<file path="src/rtl/voice_allocator_if.sv">
// Event handshake bundle for the voice allocator: one note-on/note-off event
// offered per valid/ready transfer.
interface voice_allocator_if #(
    parameter int NOTE_W = 12,
    parameter int DUR_W  = 16,
    parameter int VEL_W  = 8
);
    logic              ev_valid;
    logic              ev_ready;
    logic              ev_release;
    logic [NOTE_W-1:0] ev_note;
    logic [DUR_W-1:0]  ev_dur_ms;
    logic [VEL_W-1:0]  ev_vel;

    modport master (
        output ev_valid, ev_release, ev_note, ev_dur_ms, ev_vel,
        input  ev_ready
    );

    modport slave (
        input  ev_valid, ev_release, ev_note, ev_dur_ms, ev_vel,
        output ev_ready
    );
endinterface

</file>
<file path="src/rtl/voice_allocator.sv">
// Polyphonic voice allocator: assigns note events to voice slots, times them
// out on a 1 kHz tick derived from the sample strobe, and steals or drops when full.
module voice_allocator #(
    parameter int NUM_VOICES  = 4,
    parameter int NOTE_W      = 12,
    parameter int DUR_W       = 16,
    parameter int VEL_W       = 8,
    parameter int SAMPLE_RATE = 44100,
    parameter int STEAL_MODE  = 1
) (
    input  logic                         clk,
    input  logic                         rst_n,
    input  logic                         i_sample_tick,
    voice_allocator_if.slave             ev_if,
    output logic [NUM_VOICES-1:0]        o_voice_active,
    output logic [NUM_VOICES-1:0]        o_voice_start,
    output logic [NUM_VOICES-1:0]        o_voice_end,
    output logic [NUM_VOICES*NOTE_W-1:0] o_voice_note,
    output logic [NUM_VOICES*VEL_W-1:0]  o_voice_vel,
    output logic                         o_steal_pulse,
    output logic [15:0]                  o_drop_count
);

    localparam int ACC_W = $clog2(SAMPLE_RATE + 1000);
    localparam int AGE_W = 16;
    localparam int IDX_W = (NUM_VOICES > 1) ? $clog2(NUM_VOICES) : 1;

    typedef enum logic {IDLE, ALLOC} state_t;

    state_t            r_state;
    logic              r_ready;
    logic              r_ev_release;
    logic [NOTE_W-1:0] r_ev_note;
    logic [DUR_W-1:0]  r_ev_dur;
    logic [VEL_W-1:0]  r_ev_vel;
    logic [ACC_W-1:0]  r_acc;
    logic              r_steal;
    logic [15:0]       r_drop;

    logic [ACC_W-1:0]      w_acc_sum;
    logic                  w_ms_tick;
    logic                  w_hs;
    logic                  w_alloc;
    logic [NUM_VOICES-1:0] w_active;
    logic [AGE_W-1:0]      w_age [NUM_VOICES];
    logic                  w_free_found;
    logic [IDX_W-1:0]      w_free_idx;
    logic [IDX_W-1:0]      w_victim_idx;
    logic [AGE_W-1:0]      w_best_age;
    logic [IDX_W-1:0]      w_load_idx;
    logic                  w_note_on;
    logic                  w_note_off;
    logic                  w_do_load;
    logic                  w_steal;
    logic                  w_drop;

    // Sum never exceeds SAMPLE_RATE+999, so it fits in ACC_W bits.
    assign w_acc_sum = r_acc + ACC_W'(1000);
    assign w_ms_tick = i_sample_tick && (w_acc_sum >= ACC_W'(SAMPLE_RATE));

    always_ff @(posedge clk or negedge rst_n) begin
        if (!rst_n) begin
            r_acc <= '0;
        end else if (i_sample_tick) begin
            r_acc <= w_ms_tick ? (w_acc_sum - ACC_W'(SAMPLE_RATE)) : w_acc_sum;
        end
    end

    // Ready is also gated by rst_n so it reads 0 while reset is held.
    assign ev_if.ev_ready = r_ready & rst_n;
    assign w_hs           = ev_if.ev_valid & ev_if.ev_ready;
    assign w_alloc        = (r_state == ALLOC);

    always_ff @(posedge clk or negedge rst_n) begin
        if (!rst_n) begin
            r_state      <= IDLE;
            r_ready      <= 1'b1;
            r_ev_release <= 1'b0;
            r_ev_note    <= '0;
            r_ev_dur     <= '0;
            r_ev_vel     <= '0;
        end else begin
            case (r_state)
                IDLE: begin
                    if (w_hs) begin
                        r_state      <= ALLOC;
                        r_ready      <= 1'b0;
                        r_ev_release <= ev_if.ev_release;
                        r_ev_note    <= ev_if.ev_note;
                        r_ev_dur     <= ev_if.ev_dur_ms;
                        r_ev_vel     <= ev_if.ev_vel;
                    end
                end
                ALLOC: begin
                    r_state <= IDLE;
                    r_ready <= 1'b1;
                end
                default: begin
                    r_state <= IDLE;
                    r_ready <= 1'b1;
                end
            endcase
        end
    end

    always_comb begin
        w_free_found = 1'b0;
        w_free_idx   = '0;
        for (int i = NUM_VOICES - 1; i >= 0; i--) begin
            if (!w_active[i]) begin
                w_free_found = 1'b1;
                w_free_idx   = IDX_W'(i);
            end
        end
    end

    // Strict '>' keeps the lowest index on equal ages.
    always_comb begin
        w_victim_idx = '0;
        w_best_age   = w_age[0];
        for (int i = 1; i < NUM_VOICES; i++) begin
            if (w_age[i] > w_best_age) begin
                w_best_age   = w_age[i];
                w_victim_idx = IDX_W'(i);
            end
        end
    end

    assign w_note_on  = w_alloc && !r_ev_release && (r_ev_dur != '0);
    assign w_note_off = w_alloc && r_ev_release;
    assign w_do_load  = w_note_on && (w_free_found || (STEAL_MODE != 0));
    assign w_load_idx = w_free_found ? w_free_idx : w_victim_idx;
    assign w_steal    = w_note_on && !w_free_found && (STEAL_MODE != 0);
    assign w_drop     = w_note_on && !w_free_found && (STEAL_MODE == 0);

    for (genvar gi = 0; gi < NUM_VOICES; gi++) begin : g_voice
        logic              r_active;
        logic              r_start;
        logic              r_end;
        logic [NOTE_W-1:0] r_note;
        logic [VEL_W-1:0]  r_vel;
        logic [DUR_W-1:0]  r_rem;
        logic [AGE_W-1:0]  r_age;
        logic              w_load;
        logic              w_off;
        logic              w_expire;

        assign w_load   = w_do_load && (w_load_idx == IDX_W'(gi));
        assign w_off    = w_note_off && r_active && (r_note == r_ev_note);
        assign w_expire = w_ms_tick && r_active && (r_rem == DUR_W'(1));

        always_ff @(posedge clk or negedge rst_n) begin
            if (!rst_n) begin
                r_active <= 1'b0;
                r_start  <= 1'b0;
                r_end    <= 1'b0;
                r_note   <= '0;
                r_vel    <= '0;
                r_rem    <= '0;
                r_age    <= '0;
            end else begin
                r_start <= w_load;
                // A load onto a busy voice is a steal and ends the old note.
                r_end   <= w_expire || w_off || (w_load && r_active);
                if (w_load) begin
                    r_active <= 1'b1;
                    r_note   <= r_ev_note;
                    r_vel    <= r_ev_vel;
                    r_rem    <= r_ev_dur;
                    r_age    <= '0;
                end else if (w_off || w_expire) begin
                    r_active <= 1'b0;
                end else if (w_ms_tick && r_active) begin
                    r_rem <= r_rem - DUR_W'(1);
                    if (r_age != '1) begin
                        r_age <= r_age + AGE_W'(1);
                    end
                end
            end
        end

        assign w_active[gi]                         = r_active;
        assign w_age[gi]                            = r_age;
        assign o_voice_active[gi]                   = r_active;
        assign o_voice_start[gi]                    = r_start;
        assign o_voice_end[gi]                      = r_end;
        assign o_voice_note[gi*NOTE_W +: NOTE_W]    = r_note;
        assign o_voice_vel[gi*VEL_W +: VEL_W]       = r_vel;
    end

    always_ff @(posedge clk or negedge rst_n) begin
        if (!rst_n) begin
            r_steal <= 1'b0;
            r_drop  <= '0;
        end else begin
            r_steal <= w_steal;
            if (w_drop && (r_drop != 16'hFFFF)) begin
                r_drop <= r_drop + 16'd1;
            end
        end
    end

    assign o_steal_pulse = r_steal;
    assign o_drop_count  = r_drop;

endmodule

</file>
<file path="src/flat_wrapper.sv">
// flat-port wrapper written by rule: the top's interface ports become plain ports
module voice_allocator_flat 
#(
    parameter int NUM_VOICES  = 4,
    parameter int NOTE_W      = 12,
    parameter int DUR_W       = 16,
    parameter int VEL_W       = 8,
    parameter int SAMPLE_RATE = 44100,
    parameter int STEAL_MODE  = 1
)
  (clk, rst_n, i_sample_tick, o_voice_active, o_voice_start, o_voice_end, o_voice_note, o_voice_vel, o_steal_pulse, o_drop_count, ev_if_ev_valid, ev_if_ev_release, ev_if_ev_note, ev_if_ev_dur_ms, ev_if_ev_vel, ev_if_ev_ready);
  voice_allocator_if #(.NOTE_W(NOTE_W), .DUR_W(DUR_W), .VEL_W(VEL_W)) ev_if_i ();
  input  logic clk;
  input  logic rst_n;
  input  logic i_sample_tick;
  output logic [NUM_VOICES-1:0] o_voice_active;
  output logic [NUM_VOICES-1:0] o_voice_start;
  output logic [NUM_VOICES-1:0] o_voice_end;
  output logic [NUM_VOICES*NOTE_W-1:0] o_voice_note;
  output logic [NUM_VOICES*VEL_W-1:0] o_voice_vel;
  output logic o_steal_pulse;
  output logic [15:0] o_drop_count;
  input wire logic [$bits(ev_if_i.ev_valid)-1:0] ev_if_ev_valid;
  input wire logic [$bits(ev_if_i.ev_release)-1:0] ev_if_ev_release;
  input wire logic [$bits(ev_if_i.ev_note)-1:0] ev_if_ev_note;
  input wire logic [$bits(ev_if_i.ev_dur_ms)-1:0] ev_if_ev_dur_ms;
  input wire logic [$bits(ev_if_i.ev_vel)-1:0] ev_if_ev_vel;
  output wire logic [$bits(ev_if_i.ev_ready)-1:0] ev_if_ev_ready;
  assign ev_if_i.ev_valid = ev_if_ev_valid;
  assign ev_if_i.ev_release = ev_if_ev_release;
  assign ev_if_i.ev_note = ev_if_ev_note;
  assign ev_if_i.ev_dur_ms = ev_if_ev_dur_ms;
  assign ev_if_i.ev_vel = ev_if_ev_vel;
  assign ev_if_ev_ready = ev_if_i.ev_ready;
  voice_allocator #(.NUM_VOICES(NUM_VOICES), .NOTE_W(NOTE_W), .DUR_W(DUR_W), .VEL_W(VEL_W), .SAMPLE_RATE(SAMPLE_RATE), .STEAL_MODE(STEAL_MODE)) u_core (.clk(clk), .rst_n(rst_n), .i_sample_tick(i_sample_tick), .ev_if(ev_if_i), .o_voice_active(o_voice_active), .o_voice_start(o_voice_start), .o_voice_end(o_voice_end), .o_voice_note(o_voice_note), .o_voice_vel(o_voice_vel), .o_steal_pulse(o_steal_pulse), .o_drop_count(o_drop_count));
endmodule
</file>
<file path="config.mk">
export PLATFORM = sky130hd
export DESIGN_NAME = voice_allocator_flat
export DESIGN_NICKNAME = d
export VERILOG_FILES = /design/src/rtl/voice_allocator_if.sv /design/src/rtl/voice_allocator.sv /design/src/flat_wrapper.sv
export SDC_FILE = /design/constraint.sdc
export NUM_CORES = 1
export LEC_CHECK = 0
export ABC_AREA = 1
export CAP_MARGIN = 20
export CORE_MARGIN = 3
export CORE_UTILIZATION = 36
export DETAILED_ROUTE_END_ITERATION = 16
export GPL_ROUTABILITY_DRIVEN = 0
export PLACE_DENSITY_LB_ADDON = 0.15
export SYNTH_ARGS = -nofsm -noshare
export SYNTH_HDL_FRONTEND = slang
export SYNTH_SLANG_ARGS = --single-unit
</file>
<file path="constraint.sdc">
create_clock -name clk -period 8 [get_ports clk]
set_input_delay 2 -clock clk [delete_from_list [all_inputs] [get_ports clk]]
set_output_delay 2 -clock clk [all_outputs]
set_load 0.01 [all_outputs]
</file>
==> results of run 1 <==
==> how the worst max path moves through the flow <==
stage / from / end / slack [ns]
floorplan: u_core.g_voice[0].r_age[11]$_DFFE_PN0P_ / u_core.g_voice[3].r_age[10]$_DFFE_PN0P_ / 3.03
detailed placement: u_core.g_voice[0].r_age[10]$_DFFE_PN0P_ / u_core.g_voice[1].r_rem[7]$_DFFE_PN0P_ / 1.21
CTS: u_core.g_voice[0].r_age[10]$_DFFE_PN0P_ / u_core.g_voice[1].r_rem[7]$_DFFE_PN0P_ / 1.18
finish: u_core.g_voice[0].r_age[10]$_DFFE_PN0P_ / u_core.g_voice[0].r_rem[0]$_DFFE_PN0P_ / 1.17
global route: u_core.g_voice[0].r_age[11]$_DFFE_PN0P_ / u_core.g_voice[0].r_rem[1]$_DFFE_PN0P_ / 0.29
global placement: u_core.g_voice[0].r_age[13]$_DFFE_PN0P_ / u_core.g_voice[0].r_rem[0]$_DFFE_PN0P_ / 1.44
==> metal layers <==
layer | part of all wire (%) | GRT usage [%] | routed length, um
met5 | 0 | 0 | 0
met3 | 4.0 | 2.70 | 1920
met4 | 2.5 | 5.78 | 1220
met2 | 47 | 31.9 | 22700
met1 | 46 | 26.1 | 22400
==> synthesized netlist by cell type, types with 2 or more instances <==
library cell / instances / area [um2]
xnor2_1: 39 / 342
nor2_1: 119 / 447
o31ai_1: 2 / 15.0
o21a_1: 3 / 22.5
buf_4: 33 / 248
nor4_1: 23 / 144
a22o_1: 2 / 17.5
ha_1: 64 / 801
nand3_1: 268 / 1340
nand4_2: 5 / 62.6
o21bai_1: 6 / 45.0
nor2_2: 2 / 12.5
buf_1: 6 / 22.5
nand3_2: 10 / 100
o21ai_0: 164 / 821
clkbuf_1: 42 / 158
o21ai_1: 4 / 20.0
nor2_4: 4 / 45.0
nand2_1: 625 / 2350
nand3b_1: 4 / 30.0
nor3_2: 4 / 40.0
inv_1: 206 / 773
nor3_1: 33 / 165
xor2_1: 90 / 788
buf_6: 5 / 56.3
inv_2: 6 / 22.5
buf_2: 30 / 150
a21oi_1: 30 / 150
nor3_4: 2 / 32.5
nand2_2: 8 / 50.1
nand4_1: 94 / 588
dfrtp_1: 273 / 6830
or2_2: 13 / 81.3
==> power by group through the flow <==
stage	logic, uW	clock network (uW)	registers, uW
5_1_grt	4350	1740	2410
2_1_floorplan	2670	0	2250
3_3_place_gp	3700	0	2360
6_report	3780	1640	2350
4_1_cts	3800	1680	2350
3_5_place_dp	3780	0	2370
==> area by class of cell <==
type                    instances  area share (%)
well taps                     600            3.79
clock buffers                  50            5.06
multi-input cells            1646            44.0
flip-flops and latches        274            34.6
repair buffers                149            7.47
clock inverters                14           0.980
inverters                     213            4.04
==> cells by family (layout without fill, tap and decap cells) <==
kind of cell             Yosys count  after routing  synth area share [%]
AND/OR/NAND/NOR                 1219           1219                  32.7
buffers and inverters            329            426                  8.47
flip-flops                       274            274                  40.5
AO/OA/AOI/OAI                    217            217                  6.77
XOR/XNOR                         130            130                  6.77
adder cells (fa/ha/maj)           64             64                  4.73
other                              1             16                0.0222
==> cells in the final DEF, fill, tap and decap left out, drive strengths merged <==
cell / n
a21oi: 32
a31oi: 1
o21ai: 168
xor2: 91
ha: 64
inv: 212
bufinv: 3
and3: 1
and2: 1
o21bai: 6
nand2: 633
o22ai: 1
nor3: 39
o21a: 3
dfrtp: 273
clkinvlp: 2
xnor2: 39
dfstp: 1
a31o: 1
nor3b: 1
nor2: 125
conb: 16
clkbuf: 50
clkinv: 10
nand4: 99
o31ai: 2
nand3: 279
or2: 13
o211ai: 1
clkdlybuf4s50: 133
a22o: 2
nand3b: 4
nor4: 24
buf: 16
==> worst max-delay path, delay by kind of cell (launching register included) <==
family | cells | cell delay, ns
AND/OR/NAND/NOR | 16 | 2.89
buffers and inverters | 3 | 0.78
flip-flops | 1 | 0.47
AO/OA/AOI/OAI | 6 | 1.58
adder cells (fa/ha/maj) | 3 | 0.97
==> state kept, by name, indices dropped and copies added, names as in the netlist <==
signal	count
u_core.g_voice.r_active	4
u_core.r_state	1
u_core.g_voice.r_vel	32
u_core.g_voice.r_age	64
u_core.r_ready	1
u_core.g_voice.r_end	4
u_core.r_ev_dur	16
u_core.r_ev_note	12
u_core.r_ev_vel	8
u_core.g_voice.r_start	4
u_core.r_acc	14
u_core.g_voice.r_note	48
u_core.o_steal_pulse	1
u_core.r_ev_release	1
u_core.g_voice.r_rem	64
==> stage by stage <==
| step | setup slack, ns | cell area [um2] |
|---|---|---|
| 6_report | 1.17 | 19800 |
| 5_1_grt | 0.292 | 19800 |
| 4_1_cts | 1.18 | 19800 |
| 3_5_place_dp | 1.21 | 18600 |
| 3_3_place_gp | 1.44 | 18600 |
| 2_1_floorplan | 3.03 | 17000 |
==> impl_metrics.toml, run 1 <==
[synthesis]
ys_warn_count = 0
avgSynthCellArea_um2 = 7.57
syn_inst = 2234
synth_seq_cells = 274
synth-edff-count = 0
ys_seq_area_share_pct = 40.5
synth_area_um2 = 16900
ys.flop_type = "dfrtp_1"
async_flop_share_pct = 100
synth_cell_types = 48

[power_and_ir_drop]
p_per_area_nw_per_um2 = 392
seq_power_share_pct = 30.3
p_sw_share_pct = 45.6
switchingPower_uw = 3540
total_power_uw = 7760
peakVddDrop_uv = 236
internal-power_uw = 4220
comb_power_share_pct = 48.7
cellLeakagePower_uw = 0.00981
power_frac_clock_pct = 21.1

[setup_path]
cp-start-kind = "flop"
rr_endpoint = "u_core.g_voice[0].r_rem[0]$_DFFE_PN0P_"
crit_slowest_cell = "nand2_1"
cp.arrival_ns = 7.27
worstSetupPathType = "reg2reg"
cp_slowest_stage_delay_ns = 0.69
path_common_cell = "nand2_1"
endpoint_kind = "flop"
rr_startpoint = "u_core.g_voice[0].r_age[10]$_DFFE_PN0P_"
rrSetupSlack_ns = 1.17
path_max_fanout = 58
rr_worst_depth = 28
required_ns = 8.43

[clock_network]
cts_buffer_depth = 3
tritoncts = "done"
cts_sinks = 274
cts_root_buf = "clkbuf_16"
ctsResizeCount = 0
post_cts_buffers = 0
clkSlewWorstSetupHoldPaths_ns = 0.06
clock_latency_ns = 0.55
cts-htree-levels = 2
cts_buffers = 35
ctsHoldBuffers = 0

[floorplanning]
pin_count = 151
core-area_um2 = 45900
die_w_um = 223
start_util_pct = 36.9
die_h_um = 223
rows = 78
die_area_um2 = 49600

[worst_hold_path]
hold_path_class = "reg2reg"
min_path_cells = 2
holdPathEnd = "u_core.g_voice[1].r_rem[14]$_DFFE_PN0P_"
hp-start = "u_core.g_voice[1].r_rem[14]$_DFFE_PN0P_"

[global_route]
antenna_found_initial = 1
grt_pass1_vias = 14400
grt_max_degree = 92
grt_first_pass_wirelength_um = 78200
grt_usage_pct = 19.2
grt_overflow = 0

[route]
ant_nets = 0
drc = 0
vias_per_cell = 5.10
vias = 15000
finalWirelength_um = 48200
drt_iter0_markers = 1190
wl_per_cell_um = 16.4
drtPass1Iterations = 5

[sta]
rsz0062_at_grt = "false"
slew_viol_final = 0
maxSlewHeadroom_pct = 35.9
final_hold_viol_count = 0
tns_ns = 0
worstMarginPinSlew_ns = 0.957
fin_crit_ns = 6.83
fmax_mhz = 146
skew_ns = 0.0130
fin_hold_ws_ns = 0.483
period_share_pct = 85.4
setup_violations = 0

[final_layout]
regArea_um2 = 6860
final_nets = 2424
drive_gt1_share_pct = 5.75
instances_no_fill = 2946
final_util_pct = 43.2
syn_to_final_growth_pct = 17.0
fill_cells = 4635
multiInputGateArea_um2 = 8710
antenna_cells = 0

[placed_design]
port_buffers = 134
dp_cells = 2881
dp_hpwl_um = 34000

[job]
maxCapViolCount = 0

[outcome]
outcome = "complete, no violations"
Note: power is estimated with default switching activity, not from simulation.
==> run 2: changes to the inputs <==
- CORE_ASPECT_RATIO: not set -> 0.7
- SETUP_SLACK_MARGIN: not set -> 0.5
==> run 2 against run 1 <==
Compared with the run above: hold slack improved by 0.0075 ns; sequential power barely moved; design area fell by 1.0%; via count barely moved; critical path depth rose by 3; setup slack improved by 0.035 ns.
==> impl_metrics.toml, run 2 (synthesis gave the netlist of run 1 again) <==
[clock_network]
post_cts_buffers = 0
ctsHoldBuffers = 0
cts_buffers = 29
cts_root_buf = "clkbuf_16"
clock_latency_ns = 0.60
cts_buffer_depth = 3
clkSlewWorstSetupHoldPaths_ns = 0.07
cts-htree-levels = 1
tritoncts = "done"
cts_sinks = 274

[global_route]
antenna_found_initial = 0
grt_overflow = 0
grt_pass1_vias = 14100
grt_usage_pct = 19.6
grt_max_degree = 76
grt_first_pass_wirelength_um = 79700

[worst_hold_path]
hold_path_class = "reg2reg"
min_path_cells = 2
holdPathEnd = "u_core.g_voice[3].r_vel[0]$_DFFE_PN0P_"
hp-start = "u_core.g_voice[3].r_vel[0]$_DFFE_PN0P_"

[sta]
final_hold_viol_count = 0
rsz0062_at_grt = "false"
skew_ns = 0.0308
fin_crit_ns = 6.80
maxSlewHeadroom_pct = 35.5
period_share_pct = 85.0
tns_ns = 0
setup_violations = 0
worstMarginPinSlew_ns = 0.967
fmax_mhz = 147
slew_viol_final = 0

[placed_design]
dp_hpwl_um = 35000
port_buffers = 134
dp_cells = 2885

[floorplanning]
die_area_um2 = 49700
start_util_pct = 37.0
pin_count = 151
core-area_um2 = 45700
die_h_um = 187
die_w_um = 265
rows = 65

[power_and_ir_drop]
cellLeakagePower_uw = 0.00972
peakVddDrop_uv = 259
p_per_area_nw_per_um2 = 388

[final_layout]
drive_gt1_share_pct = 5.53
final_util_pct = 42.9
antenna_cells = 0
syn_to_final_growth_pct = 15.7
instances_no_fill = 2936
final_cell_mix = "nand2_1, dfrtp_1, nand3_1"
final_common_cell = "nand2_1"
final_nets = 2418
reg.largest.list = "u_core.g_voice.r_age (64), u_core.g_voice.r_rem (64), u_core.g_voice.r_note (48)"

[route]
wl_per_cell_um = 16.6
drt_iter0_markers = 1347
vias_per_cell = 5.11
drc = 0
vias = 15000
ant_nets = 0
finalWirelength_um = 48800
drtPass1Iterations = 5

[setup_path]
cp-start-kind = "flop"
cp.arrival_ns = 7.31
rr_endpoint = "u_core.g_voice[2].r_age[11]$_DFFE_PN0P_"
required_ns = 8.51
rrSetupSlack_ns = 1.20
path_max_fanout = 65
endpoint_kind = "flop"
cp_slowest_stage_delay_ns = 0.56
rr_worst_depth = 31
crit_slowest_cell = "a21oi_4"
rr_startpoint = "u_core.g_voice[0].r_age[7]$_DFFE_PN0P_"
path_common_cell = "nand2_1"
worstSetupPathType = "reg2reg"

[job]
maxCapViolCount = 0

[outcome]
outcome = "complete, no violations"
## run 2: cell count changes in the layout (fill, tap and decap cells not counted), sizes merged
cell    before  now
clkbuf      50   37
clkinv      10    9
inv        212  213
## run 2: power breakdown
part	switching (uW)	total (uW)	internal [uW]
clock	612	1430	817
sequential	532	2360	1820
combinational	2400	3820	1410
## run 2: layout make-up
type	count	area [um2]
fill	4653	26100
multi-input combinational	1646	8710
sequential	274	6860
timing repair buffer	149	1480
clock buffer	37	816
inverter	213	800
tap	603	754
clock inverter	14	169
## run 2: worst max-delay path: cells and delay by family, from the launching register on
family                     cells  cell delay (ns)
AOI/OAI and AO/OA              3             0.81
adders and majority gates      3             0.96
buffers and inverters          3             0.86
DFF                            1             0.45
and+or+nand+nor               22             3.59
## run 2: per-stage QoR
step | total power (uW) | cell area [um2] | setup WS, ns | hold WS [ns]
final | 7600 | 19600 | 1.20 | 0.491
after global routing | 8300 | 19600 | 0.522 | 0.511
after CTS | 7640 | 19600 | 0.928 | 0.492
after detailed placement | 6180 | 18600 | 0.966 | 0.472
after global placement | 6090 | 18600 | 1.21 | 0.468
after floorplan | 4920 | 17000 | 3.03 | 0.449
## run 2: per-layer routing
layer  share of wire (%)  wire length [um]  GRT usage [%]
met1                  51             24800           30.5
met2                  43             20900           29.1
met3                 4.9              2410           2.72
met4                 1.4               689           3.16
met5                   0                 0              0
## run 2: worst max path at each step
stage,start,end,slack (ns),cells past startpoint
2_1_floorplan,u_core.g_voice[0].r_age[11]$_DFFE_PN0P_,u_core.g_voice[3].r_age[10]$_DFFE_PN0P_,3.03,32
3_3_place_gp,u_core.g_voice[0].r_age[7]$_DFFE_PN0P_,u_core.g_voice[2].r_age[8]$_DFFE_PN0P_,1.21,31
5_1_grt,u_core.g_voice[0].r_age[7]$_DFFE_PN0P_,u_core.g_voice[2].r_age[7]$_DFFE_PN0P_,0.52,31
3_5_place_dp,u_core.g_voice[0].r_age[7]$_DFFE_PN0P_,u_core.g_voice[2].r_rem[6]$_DFFE_PN0P_,0.97,29
6_report,u_core.g_voice[0].r_age[7]$_DFFE_PN0P_,u_core.g_voice[2].r_age[11]$_DFFE_PN0P_,1.20,31
4_1_cts,u_core.g_voice[0].r_age[7]$_DFFE_PN0P_,u_core.g_voice[2].r_age[8]$_DFFE_PN0P_,0.93,31
## run 2: what timing repair did
item	4_1_cts	5_1_grt
endpoints found under the hold margin	0	0
gates resized for setup	0	1
endpoints found under the setup margin	0	131
==> run 3: changes to the inputs <==
- clock period: 8 -> 6.3 ns (I/O delays scaled with it)
==> run 3 against run 2 <==
Compared with the run above: sequential power increased by 26%; sequential share of layout area decreased by 1.2 points; flip-flop and latch count unchanged; design area increased by 3.5%; final cell count increased by 1.1%; clock power increased by 45%; wire length increased by 0.41%; critical path depth increased by 3; setup slack got worse by 0.27 ns; non-clock buffer count increased by 26; largest cell class unchanged; largest power group unchanged; highest routed layer unchanged.
==> impl_metrics.toml, run 3 (synthesis gave the netlist of run 1 again) <==
[worst_hold_path]
hold_path_class = "reg2reg"
holdPathEnd = "u_core.g_voice[1].r_rem[14]$_DFFE_PN0P_"
min_path_cells = 2
hp-start = "u_core.g_voice[1].r_rem[14]$_DFFE_PN0P_"

[placed_design]
dp_cells = 2892
port_buffers = 134
dp_hpwl_um = 34300

[clock_network]
cts_buffer_depth = 3
cts_sinks = 274
clock_latency_ns = 0.60
tritoncts = "done"
clkSlewWorstSetupHoldPaths_ns = 0.06
cts_root_buf = "clkbuf_16"
ctsHoldBuffers = 0
cts_buffers = 30
cts-htree-levels = 1

[sta]
setup_violations = 0
worstMarginPinSlew_ns = 0.919
fin_crit_ns = 5.36
maxSlewHeadroom_pct = 38.2
period_share_pct = 85.2
final_hold_viol_count = 0
tns_ns = 0
slew_viol_final = 0
fmax_mhz = 186
rsz0062_at_grt = "true"
skew_ns = 0.0301

[setup_path]
rr_startpoint = "u_core.g_voice[0].r_age[11]$_DFFE_PN0P_"
cp.arrival_ns = 5.83
rrSetupSlack_ns = 0.94
cp-start-kind = "flop"
worstSetupPathType = "reg2reg"
cp_slowest_stage_delay_ns = 0.49
crit_slowest_cell = "dfrtp_1"
rr_worst_depth = 34
path_common_cell = "nand2_1"
path_max_fanout = 21
rr_endpoint = "u_core.g_voice[3].r_rem[13]$_DFFE_PN0P_"
endpoint_kind = "flop"
required_ns = 6.77

[route]
wl_per_cell_um = 16.5
drc = 0
drt_iter0_markers = 1158
ant_nets = 0
vias_per_cell = 5.07
vias = 15100
finalWirelength_um = 49000
drtPass1Iterations = 5

[final_layout]
final_common_cell = "nand2_1"
syn_to_final_growth_pct = 19.8
instances_no_fill = 2968
final_cell_mix = "nand2_1, dfrtp_1, nand3_1"
drive_gt1_share_pct = 7.23
reg.largest.list = "u_core.g_voice.r_age (64), u_core.g_voice.r_rem (64), u_core.g_voice.r_note (48)"
final_nets = 2447
antenna_cells = 0

[global_route]
grt_max_degree = 137
grt_first_pass_wirelength_um = 78200
antenna_found_initial = 0
grt_pass1_vias = 14000
grt_overflow = 0
grt_usage_pct = 19.2

[floorplanning]
rows = 65
die_area_um2 = 49700
core-area_um2 = 45700
start_util_pct = 37.0
die_w_um = 265
pin_count = 151
die_h_um = 187

[power_and_ir_drop]
total_power_uw = 10300
cellLeakagePower_uw = 0.0100
peakVddDrop_uv = 292
p_per_area_nw_per_um2 = 509

[outcome]
outcome = "complete, no violations"

[job]
maxCapViolCount = 0
==> run 3: cell count changes in the layout (fill, tap and decap cells not counted), moves of 5 or more <==
| cell | change |
|---|---|
| bufinv_16 | +6 |
| buf_4 | +6 |
| buf_6 | +5 |
| buf_12 | +8 |
==> run 3: metrics by stage <==
step / area [um2] / setup slack [ns] / utilization [%] / hold WS [ns]
after floorplan: 17000 / 1.33 / - / 0.449
after global placement: 18700 / 0.362 / 40.9 / 0.466
after detailed placement: 18700 / 0.354 / 40.9 / 0.471
after CTS: 19900 / 0.539 / 43.6 / 0.488
after global routing: 20300 / 0.495 / 44.3 / 0.511
final: 20300 / 0.935 / 44.3 / 0.481
==> run 3: worst max-delay path by stage <==
stage / startpoint / to / slack [ns] / cells past startpoint
floorplan: u_core.g_voice[0].r_age[11]$_DFFE_PN0P_ / u_core.g_voice[3].r_age[10]$_DFFE_PN0P_ / 1.33 / 32
global placement: u_core.g_voice[0].r_age[7]$_DFFE_PN0P_ / u_core.g_voice[1].r_rem[5]$_DFFE_PN0P_ / 0.36 / 31
detailed placement: u_core.g_voice[0].r_age[7]$_DFFE_PN0P_ / u_core.g_voice[3].r_age[14]$_DFFE_PN0P_ / 0.35 / 36
CTS: u_core.g_voice[0].r_age[1]$_DFFE_PN0P_ / u_core.g_voice[3].r_rem[15]$_DFFE_PN0P_ / 0.54 / 37
global route: u_core.g_voice[0].r_age[1]$_DFFE_PN0P_ / u_core.g_voice[3].r_rem[15]$_DFFE_PN0P_ / 0.49 / 35
finish: u_core.g_voice[0].r_age[11]$_DFFE_PN0P_ / u_core.g_voice[3].r_rem[13]$_DFFE_PN0P_ / 0.94 / 34
==> run 3: routing by layer <==
layer	track usage (%)	up-vias	part of all wire, %	routed length (um)
met1	29.7	7172	51	25200
met5	0	-	0	0
met3	2.96	48	4.7	2280
met4	2.97	0	1.3	654
met2	28.6	311	43	20900
li1	-	7526	-	-
==> run 3: layout make-up <==
cell class | instances | area [um2]
Multi-Input combinational cell | 1648 | 8790
Clock buffer | 37 | 817
Clock inverter | 18 | 347
Tap cell | 603 | 754
Sequential cell | 274 | 6860
Timing Repair Buffer | 175 | 1890
Fill cell | 4586 | 25400
Inverter | 213 | 811
==> run 3: what timing repair did <==
action / 4_1_cts / 5_1_grt
gates resized for setup: 4 / 28
pin swaps: 1 / 7
setup buffers: 4 / 11
gates cloned: 0 / 5
setup endpoints to repair: 84 / 220
==> run 3: power by group <==
group          switching, uW  internal [uW]  leakage, uW
combinational           3200           2060      0.00590
clock                    790           1290     0.000569
sequential               662           2320      0.00354
total                   4650           5670       0.0100
==> run 3: worst max-delay path, delay by kind of cell, from the launching register on <==
family	cells	cell delay [ns]
flip-flops	1	0.49
AO/OA/AOI/OAI	3	0.52
adder cells (fa/ha/maj)	3	0.93
buffers and inverters	6	0.82
AND/OR/NAND/NOR	22	2.45
